[config.mk]
export PLATFORM = sky130hd
export DESIGN_NAME = fft_out_collector
export DESIGN_NICKNAME = d
export VERILOG_FILES = /design/src/rtl/fft_out_collector.sv
export SDC_FILE = /design/constraint.sdc
export NUM_CORES = 1
export LEC_CHECK = 0
export CAP_MARGIN = 5
export CORE_ASPECT_RATIO = 0.75
export CORE_UTILIZATION = 50
export DETAILED_ROUTE_END_ITERATION = 12
export PLACE_DENSITY = 0.66
export SETUP_SLACK_MARGIN = 0.05
export SLEW_MARGIN = 20
export SYNTH_ARGS = -nofsm -noshare
export SYNTH_HDL_FRONTEND = slang
export SYNTH_SLANG_ARGS = --single-unit
[constraint.sdc]
create_clock -name clk -period 7.6 [get_ports clk]
set_clock_uncertainty 0.05 [all_clocks]
set_input_delay 2.28 -clock clk [delete_from_list [all_inputs] [get_ports clk]]
set_output_delay 2.28 -clock clk [all_outputs]
set_load 0.01 [all_outputs]
[src/rtl/fft_out_collector.sv]
// fft_out_collector
//   Collects one 32-point FFT result frame that arrives as a stream of
//   finish_i strobes. Gaps between strobes are allowed. Once the frame is
//   complete, it is drained through a valid/ready output port.
//   Data passes through bit-exact.
//
//   Optional build macro FFT_OUT_BITREV_EN: sample k is stored at the 5-bit
//   bit-reversal of k. A bit-reversed FFT output stream therefore drains in
//   natural frequency order. When the macro is undefined, sample k is stored
//   at address k and the frame drains in arrival order.
//
// Ports
//   clk, rst         single clock; synchronous active-high reset
//   finish_i         result strobe; X_r / X_i are valid while it is high
//   X_r, X_i         real / imaginary result words (DW bits, two's complement)
//   out_valid        a buffered result is presented (DRAIN state)
//   out_ready        downstream accepts the presented result
//   out_r, out_i     presented real / imaginary words
//   out_idx          buffer index of the presented result (0..31)
//   out_last         presented result is the final one of the frame
//   busy             high in CAPTURE or DRAIN
//   overflow         sticky; set when a strobe arrives during DRAIN
module fft_out_collector #(
  parameter int DW = 18,
  parameter int N  = 32
) (
  input  logic          clk,
  input  logic          rst,
  input  logic          finish_i,
  input  logic [DW-1:0] X_r,
  input  logic [DW-1:0] X_i,
  output logic          out_valid,
  input  logic          out_ready,
  output logic [DW-1:0] out_r,
  output logic [DW-1:0] out_i,
  output logic [4:0]    out_idx,
  output logic          out_last,
  output logic          busy,
  output logic          overflow
);

  typedef enum logic [1:0] {IDLE, CAPTURE, DRAIN} state_t;

  typedef struct packed {
    logic [DW-1:0] re;
    logic [DW-1:0] im;
  } sample_t;

  state_t      state, state_d;
  sample_t     buffer [N];
  logic [5:0]  wcnt;
  logic [4:0]  rcnt;
  logic [4:0]  wslot;
  logic [4:0]  waddr;
  logic        wr_en;
  logic        xfer;

  function automatic logic [4:0] addr_of(input logic [4:0] k);
`ifdef FFT_OUT_BITREV_EN
    logic [4:0] r;
    for (int b = 0; b < 5; b++) r[b] = k[4-b];
    return r;
`else
    return k;
`endif
  endfunction

  // The first sample of a frame always lands on slot 0. This holds even when
  // wcnt still reads 32 from the previous frame.
  assign wslot = (state == IDLE) ? 5'd0 : wcnt[4:0];
  assign waddr = addr_of(wslot);
  assign wr_en = finish_i && !rst && (state == IDLE || state == CAPTURE);
  assign xfer  = out_valid && out_ready;

  always_comb begin
    state_d   = state;
    out_valid = 1'b0;
    out_last  = 1'b0;
    busy      = 1'b0;
    case (state)
      IDLE: begin
        if (finish_i) state_d = CAPTURE;
      end
      CAPTURE: begin
        busy = 1'b1;
        if (finish_i && wcnt == 6'(N - 1)) state_d = DRAIN;
      end
      DRAIN: begin
        busy      = 1'b1;
        out_valid = 1'b1;
        out_last  = (rcnt == 5'(N - 1));
        if (xfer && out_last) state_d = IDLE;
      end
      default: state_d = IDLE;
    endcase
  end

  always_ff @(posedge clk) begin
    if (rst) begin
      state    <= IDLE;
      wcnt     <= '0;
      rcnt     <= '0;
      overflow <= 1'b0;
    end else begin
      state <= state_d;
      case (state)
        IDLE: begin
          if (finish_i) wcnt <= 6'd1;
        end
        CAPTURE: begin
          if (finish_i) wcnt <= wcnt + 6'd1;
          rcnt <= '0;
        end
        DRAIN: begin
          // Strobes in DRAIN are dropped. This includes a strobe on the final
          // transfer cycle; it does not start the next frame.
          if (finish_i) overflow <= 1'b1;
          if (xfer)     rcnt     <= rcnt + 5'd1;
          if (state_d == IDLE) wcnt <= '0;
        end
        default: ;
      endcase
    end
  end

  // Storage is not reset; a frame is always fully rewritten before it is read.
  always_ff @(posedge clk) begin
    if (wr_en) buffer[waddr] <= '{re: X_r, im: X_i};
  end

  assign out_r   = buffer[rcnt].re;
  assign out_i   = buffer[rcnt].im;
  assign out_idx = rcnt;

endmodule

==> results.md, run 1 <==
- The DRC violation count after routing is 0.
- The worst hold path passes through 2 cells.
- Walking the worst path, the cells encountered are buf_12, mux4_2, mux4_2, mux2_2, clkdlybuf4s50_1.
- The number of buffers on the longest clock path is 3.
- For this design, the CTS-stage hold fixing added 0 buffers.
- Of the cells placed in the final design, the portion with a size suffix greater than 1 is 0.328.
- The largest individual stage delay along the critical path comes from the cell dfxtp_4.
- The initial core utilization is 0.507.
- The final worst slack is 1.26 ns.
- In this run the most critical hold path is launched from overflow$_SDFFE_PP0P_.
- The number of global-route vias before repair was 20,200.
- The first detailed-routing pass ran for 5 iterations.
- Counting every net in the synthesized netlist gives 1,850.
- The number of vias in the routed layout is 19,700.
- Setup repair after global routing left no endpoint under its margin.
- The sequential cell fraction of total power is 0.564.
- After synthesis, the mean cell area works out to 24.8 µm².
- The count of buffers added on input and output ports is 84.
- The routability-driven placement congestion ratio is 0.777.
- The H-tree was split into 3 levels.
- Entering global routing, the biggest net connects 64 pins.
- The net count reported at finish is 2,000.
- The clock period could shrink to 6.34 ns.
- The number of hold violations in the final report is 0.
- The filler cells instantiated in the layout total 6,186.
- The launch point of the worst reg-to-reg path is state[0]$_SDFF_PP0_.
- Data on the critical path arrives at its endpoint at 4.01 ns.
- Of the synthesized area, sequential elements account for 0.783.
- The analysis attributes to net switching a power of 2460 µW.
- Max-cap violations in this run came to 0.
- The primary flip-flop cell chosen by synthesis mapping is edfxtp_1.
- The chip width is 347 µm.
- The number of primary I/O pins is 85.
- At the worst endpoint, the required time is 5.27 ns.
- The clock share of power is 0.420.
- The cell area that synthesis handed to floorplanning was 44,700 µm².
- The number of rows created at floorplan is 94.
- Using the TritonRoute via totals, the vias-per-cell ratio works out to 6.16.
- The number of antenna violations at the first check in global routing is 4.
- The number of placed instances, taps included is 2,996.
- The most common cell after layout, fill and taps aside is edfxtp_1.
- The internal power is 10,100 µW.
- The dominant cell type by count on the critical path is mux4_2.
- The count of flip-flops with a built-in enable after synthesis is 1,152.
- The sum of overflow across all layers after global routing is 0.
- The CTS tree is built.
- The master cell of the clock root buffer is clkbuf_16.
- Counting flops and latches in the post-synthesis netlist gives 1,171.
- In the global route stage, overall resource usage came out at 0.212.
- The worst setup path is launched from a flop.
- Setup violations remaining at the end of the flow were counted as 0.
- Of the available clock period, the critical path in the final layout requires 0.835.
- The total count of max-transition violations in the final report is 0.
- Of all nets on the critical path, the largest fanout is 45.
- After the first detailed-routing iteration, the DRC count stood at 2,165.
- The worst setup path is of the reg -> out kind.
- The Yosys step of the flow raised 0 warnings.
- The finished layout holds 3,192 standard cells, fillers aside.
- Timing analysis after detailed placement gives a worst setup slack of 1.58 ns.
- The flow ran to the end, and the final reports show no timing, DRC or antenna violations.
- The CTS clock-pin slew for the worst setup and hold paths is 0.06 ns.
- For this design, the sink count on the clock tree is 1,171.
- Summed over all cells, the static leakage comes to 0.0150 µW.
- Once layout is done, the placed cells without fillers occupy 50,700 µm².
- The relative slew slack is 0.234.
- In this run the post-CTS setup repair buffer count came out at 0.
- The endpoint kind of the worst setup timing path is an output pin.
- The maximum vdd drop is 196 µV.
- After routing, the total negative slack on setup checks comes to 0 ns.
- The chip height is 261 µm.
- The tightest min-delay check is of the reg -> reg type.
- The die covers 90,600 µm².
- The maximum cell stage delay along the critical path is 0.89 ns.
- The placement-stage cell area is 47,400 µm².
- The cell depth of the worst flop-to-flop path is 6.
- The number of gates resized after CTS was 0.
- After synthesis, the netlist uses 40 different library cells.
- The total wire length after detailed routing is 93,700 µm.
- In this run the power density over the cells is 248 nW/µm².
- The part of the power in combinational logic is 0.016.
- Dividing the detail-routed wire length by the instance count gives 29.4 µm.
- In the layout the commonest cells are 1,152 x edfxtp_1, 360 x mux4_2, 108 x clkbuf_16.
- The later pin in the worst-skew pair is clocked with a latency of 0.68 ns.
- The worst-margin pin slew is 1.15 ns.
- The total clock buffers created by CTS is 107.
- The fraction of synthesis flops using an asynchronous set or reset pin is 0.
- Compared with the post-synthesis result, the final layout area differs by 13.6%.
- Counting every instance in the synthesized netlist gives 1,803.
- The net switching fraction of the power is 0.195.
- The region available for standard cell placement spans 88,100 µm².
- Summed over all nets, the half-perimeter wirelength after detailed placement is 52,500 µm.
- The wire length of the first global-routing pass is 138,000 µm.
- The post-detailed-route count of antenna-violating nets is 0.
- Across all register-to-register paths, the minimum setup slack is 3.88 ns.
- Timing would allow up to 158 MHz.
[final cells by class]
class                   count  area, µm²  share of cell area
flip-flops and latches   1171      35000               0.690
clock buffers             128       2780              0.0547
multi-input cells         533       9510               0.187
repair buffers            135       1330              0.0261
well taps                1152       1440              0.0284
inverters                   5       18.8            0.000370
diodes                      2       5.00           0.0000986
clock inverters            66        669              0.0132
[through the flow]
step	hold slack [ns]	util	power (µW)
floorplan	0.408	-	7300
global placement	0.406	0.538	7440
detailed placement	0.428	0.538	7460
CTS	0.444	0.577	12700
global route	0.489	0.576	12900
finish	0.442	0.576	12600
[sequential cells by signal, summed over array words and instances, names as in the netlist, named ones only]
register,count
buffer,1152
wcnt,6
out_idx,5
state,2
overflow,1
[routing by layer]
layer  vias to the layer above  global-route usage  wire (µm)
li1                       8119                   -          -
met1                     10700               0.320      41100
met2                       730               0.320      43900
met3                       134              0.0437       6710
met4                         2              0.0531       2010
met5                         -                   0         13
[power groups by stage]
stage	registers (µW)	clock network (µW)	logic [µW]
after global placement	7250	0	198
after global routing	7100	5600	216
final	7100	5290	200
after floorplan	7240	0	52.8
after CTS	7110	5380	208
after detailed placement	7250	0	208
[path summary, 6_finish.rpt]
check                                          endpoint
worst min register to register    overflow$_SDFFE_PP0P_
worst min-delay path              overflow$_SDFFE_PP0P_
worst max-delay path                           out_r[3]
worst max register to register  buffer[1][21]$_DFFE_PP_
[worst max-delay path: cells and delay by family (launching register included)]
family	cells	cell delay, ns
DFF	1	0.89
buffers and inverters	2	0.88
muxes	3	1.48
[kinds of logic (layout without fill, tap and decap cells)]
group | count (synthesis) | after routing | share of synthesized area
flip-flops | 1171 | 1171 | 0.783
multiplexers | 400 | 400 | 0.192
buffers and inverters | 99 | 334 | 0.00975
AND/OR/NAND/NOR | 95 | 95 | 0.00952
AO/OA/AOI/OAI | 31 | 31 | 0.00443
adder cells (fa/ha/maj) | 7 | 7 | 0.00196
other | 0 | 2 | 0
[synthesized netlist by cell type (2+ instances only)]
library cell / count / area share
edfxtp_1: 1152 / 0.77
mux4_2: 360 / 0.18
clkbuf_1: 56 / 0.0047
nor2_1: 50 / 0.0042
mux2_2: 38 / 0.0096
buf_2: 21 / 0.0024
dfxtp_1: 19 / 0.0085
nand2_1: 17 / 0.0014
buf_1: 11 / 0.00092
a21oi_1: 10 / 0.0011
ha_1: 7 / 0.0020
o21ai_0: 7 / 0.00078
nand3_1: 6 / 0.00067
nor2b_1: 6 / 0.00084
inv_1: 5 / 0.00042
buf_6: 4 / 0.0010
nand4_1: 3 / 0.00042
nor3_1: 3 / 0.00034
a311oi_1: 2 / 0.00039
and3_1: 2 / 0.00028
buf_4: 2 / 0.00034
mux2i_1: 2 / 0.00045
nand3b_1: 2 / 0.00034
nor3b_1: 2 / 0.00034
Power figures use the tool's default switching activity.
==> inputs of run 2 (changes only) <==
--- a/config.mk
+++ b/config.mk
@@ -9,7 +9,7 @@
 export CORE_ASPECT_RATIO = 0.75
 export CORE_UTILIZATION = 50
 export DETAILED_ROUTE_END_ITERATION = 12
-export PLACE_DENSITY = 0.66
+export PLACE_DENSITY = 0.69
 export SETUP_SLACK_MARGIN = 0.05
 export SLEW_MARGIN = 20
 export SYNTH_ARGS = -nofsm -noshare
==> constraint.sdc (replaced) <==
create_clock -name clk -period 5.2 [get_ports clk]
set_clock_uncertainty 0.05 [all_clocks]
set_input_delay 1.56 -clock clk [delete_from_list [all_inputs] [get_ports clk]]
set_output_delay 1.56 -clock clk [all_outputs]
set_load 0.01 [all_outputs]
==> results.md, run 2 (same netlist as run 1, synthesis figures left out) <==
- The number of failing setup endpoints in the final timing report was 0 (unchanged).
- The required time at the endpoint of the critical path came to 3.59 ns (-1.68 ns).
- The clock sink count is 1,171 (unchanged).
- The master cell of the clock root buffer is clkbuf_16.
- The met2 capacity usage during global routing was 0.348 (+0.0281).
- The total count of max-transition violations in the final report is 0 (unchanged).
- The post-layout minimum cycle time is 5.08 ns.
- The dominant cell type by count on the critical path is mux4_2.
- The signal arrival time at the worst endpoint is 3.47 ns (-0.54 ns).
- The number of buffers on the longest clock path is 3 (unchanged).
- The relative slew slack is 0.297 (+0.0633).
- In the layout the commonest cells are 1,152 x edfxtp_1, 360 x mux4_2, 111 x clkbuf_16.
- The maximum net fanout on the critical path is 17 (-62%).
- The CTS clock-pin slew for the worst setup and hold paths came to 0.06 ns (about the same).
- The register bank with the most flops is buffer.
- In this run the most critical hold path is launched from overflow$_SDFFE_PP0P_.
- The number of hold-repair buffers added at the cts stage is 0 (unchanged).
- The global routing met1 resource utilization is 0.341 (+0.0204).
- The run finished with clean final reports.
- The tightest min-delay check is of the reg -> reg type.
- The post-detailed-route count of antenna-violating nets was 0 (unchanged).
- The share of cells above drive strength 1 is 0.332 (+0.00444).
- The antenna diode instance count was 0 (-2).
- The routability-driven placement congestion ratio is 0.774 (-0.40%).
- The net count reported at finish is 2,047 (+2.4%).
- The final standard cell count with taps included and fillers excluded is 3,241 (+1.5%).
- In the finished design, the share of the clock period the worst path needs comes to 0.977.
- The most common cell after layout, fill and taps aside is edfxtp_1.
- The maximum number of pins on one net before global-route repair is 97 (+52%).
- The max-cap violation count is 0 (unchanged).
- The number of rows created at floorplan is 94 (unchanged).
- The flip-flop count of the largest register after layout is 1,152 (unchanged).
- The ratio of routed vias to standard cells is 6.32 (+2.7%).
- The worst setup path is captured at an output pin.
- The standard cell core area is 88,100 µm² (unchanged).
- The clock insertion delay at the later pin of the skew report is 0.68 ns (about the same).
- The leakage power summed over all cells came to 0.0154 µW (+2.3%).
- The number of hold violations in the final report was 0 (unchanged).
- The chip height is 261 µm (unchanged).
- Derived from the worst setup path, the maximum achievable clock frequency is 197 MHz.
- The maximum cell stage delay along the critical path is 0.51 ns (-0.38 ns).
- The level count of the clock H-tree is 3 (unchanged).
- The DRC violation total after the first TritonRoute iteration was 2,655 (+23%).
- For this design, the slowest cell found on the critical path is mux4_2.
- The number of global-route vias before repair is 20,900 (+3.3%).
- The number of antenna violations at the first check in global routing is 5 (+1).
- The CTS tree is built.
- The sum of negative setup slack is 0 ns (unchanged).
- The chip width is 347 µm (unchanged).
- The number of vias in the routed layout is 20,500 (+4.3%).
- Setup repair after global routing could not meet its margin everywhere.
- The sum of buffers and inverters on the critical path came to 3 (+1).
- The post-layout utilization of the core is 0.584 (+0.00835).
- The DRC violation count after routing is 0 (unchanged).
- The launching element type of the critical path is a flop.
- The number of placed instances, taps included is 3,036 (+1.3%).
- The all-layer global routing usage came to 0.230 (+0.0182).
- The number of primary I/O pins is 85 (unchanged).
- The total wire length after detailed routing is 103,000 µm (+9.7%).
- The total clock buffers created by CTS was 106 (-0.93%).
- The category of the most critical setup path is reg -> out.
- The total power density per cell area was 360 nW/µm² (+45%).
- The post-synthesis to final-layout area growth is 15.2%.
- On the critical path the largest part of the delay comes from multiplexers.
- The busiest metal layer after global routing is met2.
- The placed wire-length estimate after detailed placement is 54,300 µm (+3.3%).
- The routing usage on met3 is 0.0561 (+0.0124).
- The worst-margin pin slew came to 1.05 ns (-0.0946 ns).
- The launch point of the worst reg-to-reg path is state[1]$_SDFF_PP0_.
- The area enclosed by the die boundary is 90,600 µm² (unchanged).
- The sum of overflow across all layers after global routing is 0 (unchanged).
- The tightest hold margin is 0.417 ns (-0.0253 ns).
- The maximum vdd drop was 371 µV (+89%).
- The initial core utilization is 0.507 (unchanged).
- The mean routed wirelength per cell is 31.7 µm (+8.0%).
- The number of search-and-repair iterations in the first detailed-routing pass is 6 (+1).
- Traced cell by cell, the critical path runs through buf_4, clkbuf_16, mux4_2, mux4_2, mux2_2, clkdlybuf4s50_1.
- The number of input and output port buffers inserted was 84 (unchanged).
- The wire length of the first global-routing pass is 147,000 µm (+6.7%).
run 2: changes by cell type in the layout (fill, tap and decap cells not counted), sizes merged, moves of 2 or more:
cell | before | now
clkinvlp | 5 | 3
bufinv | 11 | 13
clkinv | 47 | 54
buf | 78 | 101
clkdlybuf4s50 | 57 | 79
diode | 2 | 0
run 2: metrics by stage:
step | cell area [µm²] | total power (µW) | setup WS [ns]
finish | 51500 | 18500 | 0.122
global route | 51500 | 19000 | 0.0315
CTS | 51400 | 18600 | 0.00357
detailed placement | 47800 | 10900 | 0.673
global placement | 47800 | 10900 | 0.659
floorplan | 44700 | 10700 | 0.756
run 2: timing repair:
item | 4_1_cts | 5_1_grt
endpoints found under the setup margin | 27 | 29
gates resized for setup | 9 | 6
buffers inserted | 0 | 1
endpoints found under the hold margin | 0 | 0
gates cloned | 3 | 4
run 2: final cells by class:
type                    count  area [µm²]
inverters                   5        18.8
repair buffers            183        2030
fillers                  5988       36600
well taps                1152        1440
multi-input cells         533        9510
clock inverters            73         709
flip-flops and latches   1171       35000
clock buffers             124        2770
run 2: report_power, final:
| group | switching [µW] | internal, µW | total, µW |
|---|---|---|---|
| clock network | 3380 | 4460 | 7840 |
| logic | 189 | 91.0 | 280 |
| registers | 6.75 | 10400 | 10400 |
| total | 3580 | 14900 | 18500 |
run 2: worst paths after layout:
path	end	slack [ns]	cells after the start
setup / recovery	out_i[2]	0.12	6
hold / removal	overflow$_SDFFE_PP0P_	0.42	2
setup reg to reg	buffer[23][18]$_DFFE_PP_	2.13	7
hold reg to reg	overflow$_SDFFE_PP0P_	0.42	2
run 2: worst reg2reg max path: stages, from the launching register on:
cell     delay, ns
dfxtp_1       0.34
inv_1         0.09
ha_1          0.37
nand2_1       0.10
nor3_1        0.32
nand3_1       0.39
nor2_4        0.79
buf_4         0.32
run 2: layer usage:
metal,wire length (µm),part of all wire
met5,68,0.00066
met4,2300,0.022
met2,47800,0.46
met1,42400,0.41
met3,10300,0.10
==> inputs of run 3 (changes only) <==
==> constraint.sdc (replaced) <==
create_clock -name clk -period 5.2 [get_ports clk]
set_clock_uncertainty 0.05 [all_clocks]
set_input_delay 1.56 -clock clk [delete_from_list [all_inputs] [get_ports clk]]
set_output_delay 1.56 -clock clk [all_outputs]
set_load 0.02 [all_outputs]
==> results.md, run 3 (same netlist as run 1, synthesis figures left out) <==
- The post-synthesis to final-layout area growth is 15.5%.
- The min-delay analysis places its worst path in the category reg -> reg.
- The final standard cell count with taps included and fillers excluded came to 3,228 (-0.40%).
- The dominant cell type by count on the critical path is mux4_2.
- The leakage power summed over all cells is 0.0154 µW (about the same).
- The tightest hold margin is 0.423 ns (+0.00625 ns).
- The maximum net fanout on the critical path was 11 (-6).
- The chip width is 347 µm (unchanged).
- The most common cell after layout, fill and taps aside is edfxtp_1.
- The part of the power in combinational logic is 0.016 (about the same).
- The relative slew slack was 0.301 (+0.00336).
- The number of antenna violations at the first check in global routing is 3 (-2).
- The required time at the endpoint of the critical path is 3.59 ns (about the same).
- The mean routed wirelength per cell is 32.2 µm (+1.4%).
- The all-layer global routing usage is 0.232 (+0.00202).
- The number of search-and-repair iterations in the first detailed-routing pass is 5 (-1).
- The number of hold violations in the final report is 0 (unchanged).
- The sum of overflow across all layers after global routing came to 0 (unchanged).
- STA classifies the critical path startpoint as a flop.
- The standard cell core area is 88,100 µm² (unchanged).
- The CTS tree is built.
- The number of input and output port buffers inserted is 84 (unchanged).
- The wire length of the first global-routing pass came to 148,000 µm (+0.79%).
- The post-detailed-route count of antenna-violating nets is 0 (unchanged).
- The flip-flop count of the largest register after layout is 1,152 (unchanged).
- The clock sink count came to 1,171 (unchanged).
- The finished layout cell area is 51,600 µm² (+0.23%).
- The total wire length after detailed routing came to 104,000 µm (+0.95%).
- The chip height is 261 µm (unchanged).
- The routability-driven placement congestion ratio is 0.745 (-3.7%).
- The sequential cell fraction of total power is 0.559 (-0.002).
- The DRC violation total after the first TritonRoute iteration was 2,697 (+1.6%).
- The area enclosed by the die boundary came to 90,600 µm² (unchanged).
- The internal power is 15,000 µW (+0.31%).
- The max-cap violation count is 0 (unchanged).
- The peak clock frequency supported by timing is 196 MHz (-0.35%).
- The post-route clock period utilization was 0.980 (+0.00341).
- The cell with the biggest individual delay on the critical path is clkdlybuf4s50_1.
- The clock insertion delay at the later pin of the skew report is 0.68 ns (about the same).
- The number of primary I/O pins came to 85 (unchanged).
- The net switching fraction of the power came to 0.194 (+0.000926).
- The CTS clock-pin slew for the worst setup and hold paths was 0.06 ns (about the same).
- The initial core utilization came to 0.507 (unchanged).
- The share of cells above drive strength 1 came to 0.328 (-0.00466).
- The antenna diode instance count is 0 (unchanged).
- The level count of the clock H-tree came to 3 (unchanged).
- The net count reported at finish was 2,038 (-0.44%).
- The maximum number of pins on one net before global-route repair is 90 (-7.2%).
- The number of placed instances, taps included is 3,024 (-0.40%).
- The sum of negative setup slack is 0 ns (unchanged).
- Setup repair after global routing could not meet its margin everywhere.
- The signal on the critical path passes through buf_12, buf_4, mux4_2, mux4_2, mux2_2, clkdlybuf4s50_1.
- The final-layout fill cell count is 6,026 (+0.63%).
- The combined flip-flop and latch cell area was 35,000 µm² (unchanged).
- The run finished with clean final reports.
- The number of rows created at floorplan is 94 (unchanged).
- The final worst slack is 0.104 ns (-0.0177 ns).
- The number of vias in the routed layout is 20,500 (-0.039%).
- The power dissipated by switching net loads came to 3610 µW (+0.91%).
- The clock share of power is 0.426 (+0.002).
- The area used by multi-input combinational logic is 9510 µm² (unchanged).
- The number of failing setup endpoints in the final timing report came to 0 (unchanged).
- The maximum cell stage delay along the critical path is 0.56 ns (+0.05 ns).
- The post-layout minimum cycle time is 5.10 ns (+0.0177 ns).
- The post-placement setup slack is 0.618 ns (-0.0551 ns).
- The register bank with the most flops is buffer.
- The maximum vdd drop is 290 µV (-22%).
- The master cell of the clock root buffer is clkbuf_16.
- The total power density per cell area is 360 nW/µm² (+0.20%).
- The signal arrival time at the worst endpoint is 3.49 ns (+0.02 ns).
- The DRC violation count after routing was 0 (unchanged).
- The placed wire-length estimate after detailed placement is 50,700 µm (-6.6%).
- The placement-stage cell area was 47,900 µm² (+0.18%).
- The category of the most critical setup path is reg -> out.
- The sum of buffers and inverters on the critical path is 3 (unchanged).
- The ratio of routed vias to standard cells came to 6.35 (+0.36%).
- The number of buffers on the longest clock path came to 3 (unchanged).
- The kind of cell adding the most delay to the critical path is multiplexers.
- The total clock buffers created by CTS is 107 (+0.94%).
- The worst-margin pin slew is 1.05 ns (-0.00503 ns).
- The endpoint kind of the worst setup timing path is an output pin.
- The library cells used most frequently in the layout, excluding fill and tap cells, are 1,152 x edfxtp_1, 360 x mux4_2, 113 x clkbuf_16.
- The total count of max-transition violations in the final report was 0 (unchanged).
- The number of global-route vias before repair is 21,100 (+0.87%).
[run 3: cell types whose count changed in the layout (fill, tap and decap cells not counted), moves of 3 or more]
cell | previous run | this run
buf_4 | 67 | 45
buf_12 | 18 | 33
buf_2 | 5 | 1
clkinv_1 | 28 | 25
[run 3: per-layer routing]
metal  up-vias  GRT usage  wire [µm]
met2      1049      0.380      51200
li1       8205          -          -
met5         -          0         46
met3       142     0.0460       9360
met4         6     0.0540       2030
met1     11100      0.327      41100
[run 3: metrics by stage]
stage          utilization  power [µW]
2_1_floorplan            -       10700
3_3_place_gp         0.543       10900
3_5_place_dp         0.543       10900
4_1_cts              0.585       18700
5_1_grt              0.586       19100
6_report             0.586       18600
[run 3: power groups by stage]
stage          clock network, µW  logic (µW)  registers [µW]
2_1_floorplan                  0        88.1           10600
3_3_place_gp                   0         274           10600
3_5_place_dp                   0         293           10600
4_1_cts                     8020         294           10400
5_1_grt                     8350         315           10400
6_report                    7910         292           10400
[run 3: what timing repair did]
item | in CTS | in global routing
hold buffers | 0 | 0
resized for setup | 6 | 4
buffers inserted | 6 | 0
cloned | 1 | 3
endpoints found under the setup margin | 30 | 19
[run 3: final timing paths]
kind / startpoint / endpoint / slack [ns] / depth (start not counted)
setup / recovery: flop / out_i[0] / 0.10 / 6
setup reg to reg: state[1]$_SDFF_PP0_ / buffer[0][20]$_DFFE_PP_ / 2.29 / 6
hold / removal: overflow$_SDFFE_PP0P_ / overflow$_SDFFE_PP0P_ / 0.42 / 2
hold reg to reg: overflow$_SDFFE_PP0P_ / overflow$_SDFFE_PP0P_ / 0.42 / 2
[run 3: worst reg2reg max path, delay by kind of cell (launching register included)]
| kind | cells | cell delay (ns) |
|---|---|---|
| buffers and inverters | 2 | 0.47 |
| DFF | 1 | 0.35 |
| adders and majority gates | 1 | 0.37 |
| AOI/OAI and AO/OA | 1 | 0.10 |
| and+or+nand+nor | 2 | 1.20 |
[run 3: cell type report]
type | instances | share of cell area
clock buffer | 125 | 0.0544
clock inverter | 69 | 0.0137
inverter | 5 | 0.000364
multi-input combinational | 533 | 0.184
sequential | 1171 | 0.678
tap | 1152 | 0.0279
timing repair buffer | 173 | 0.0411
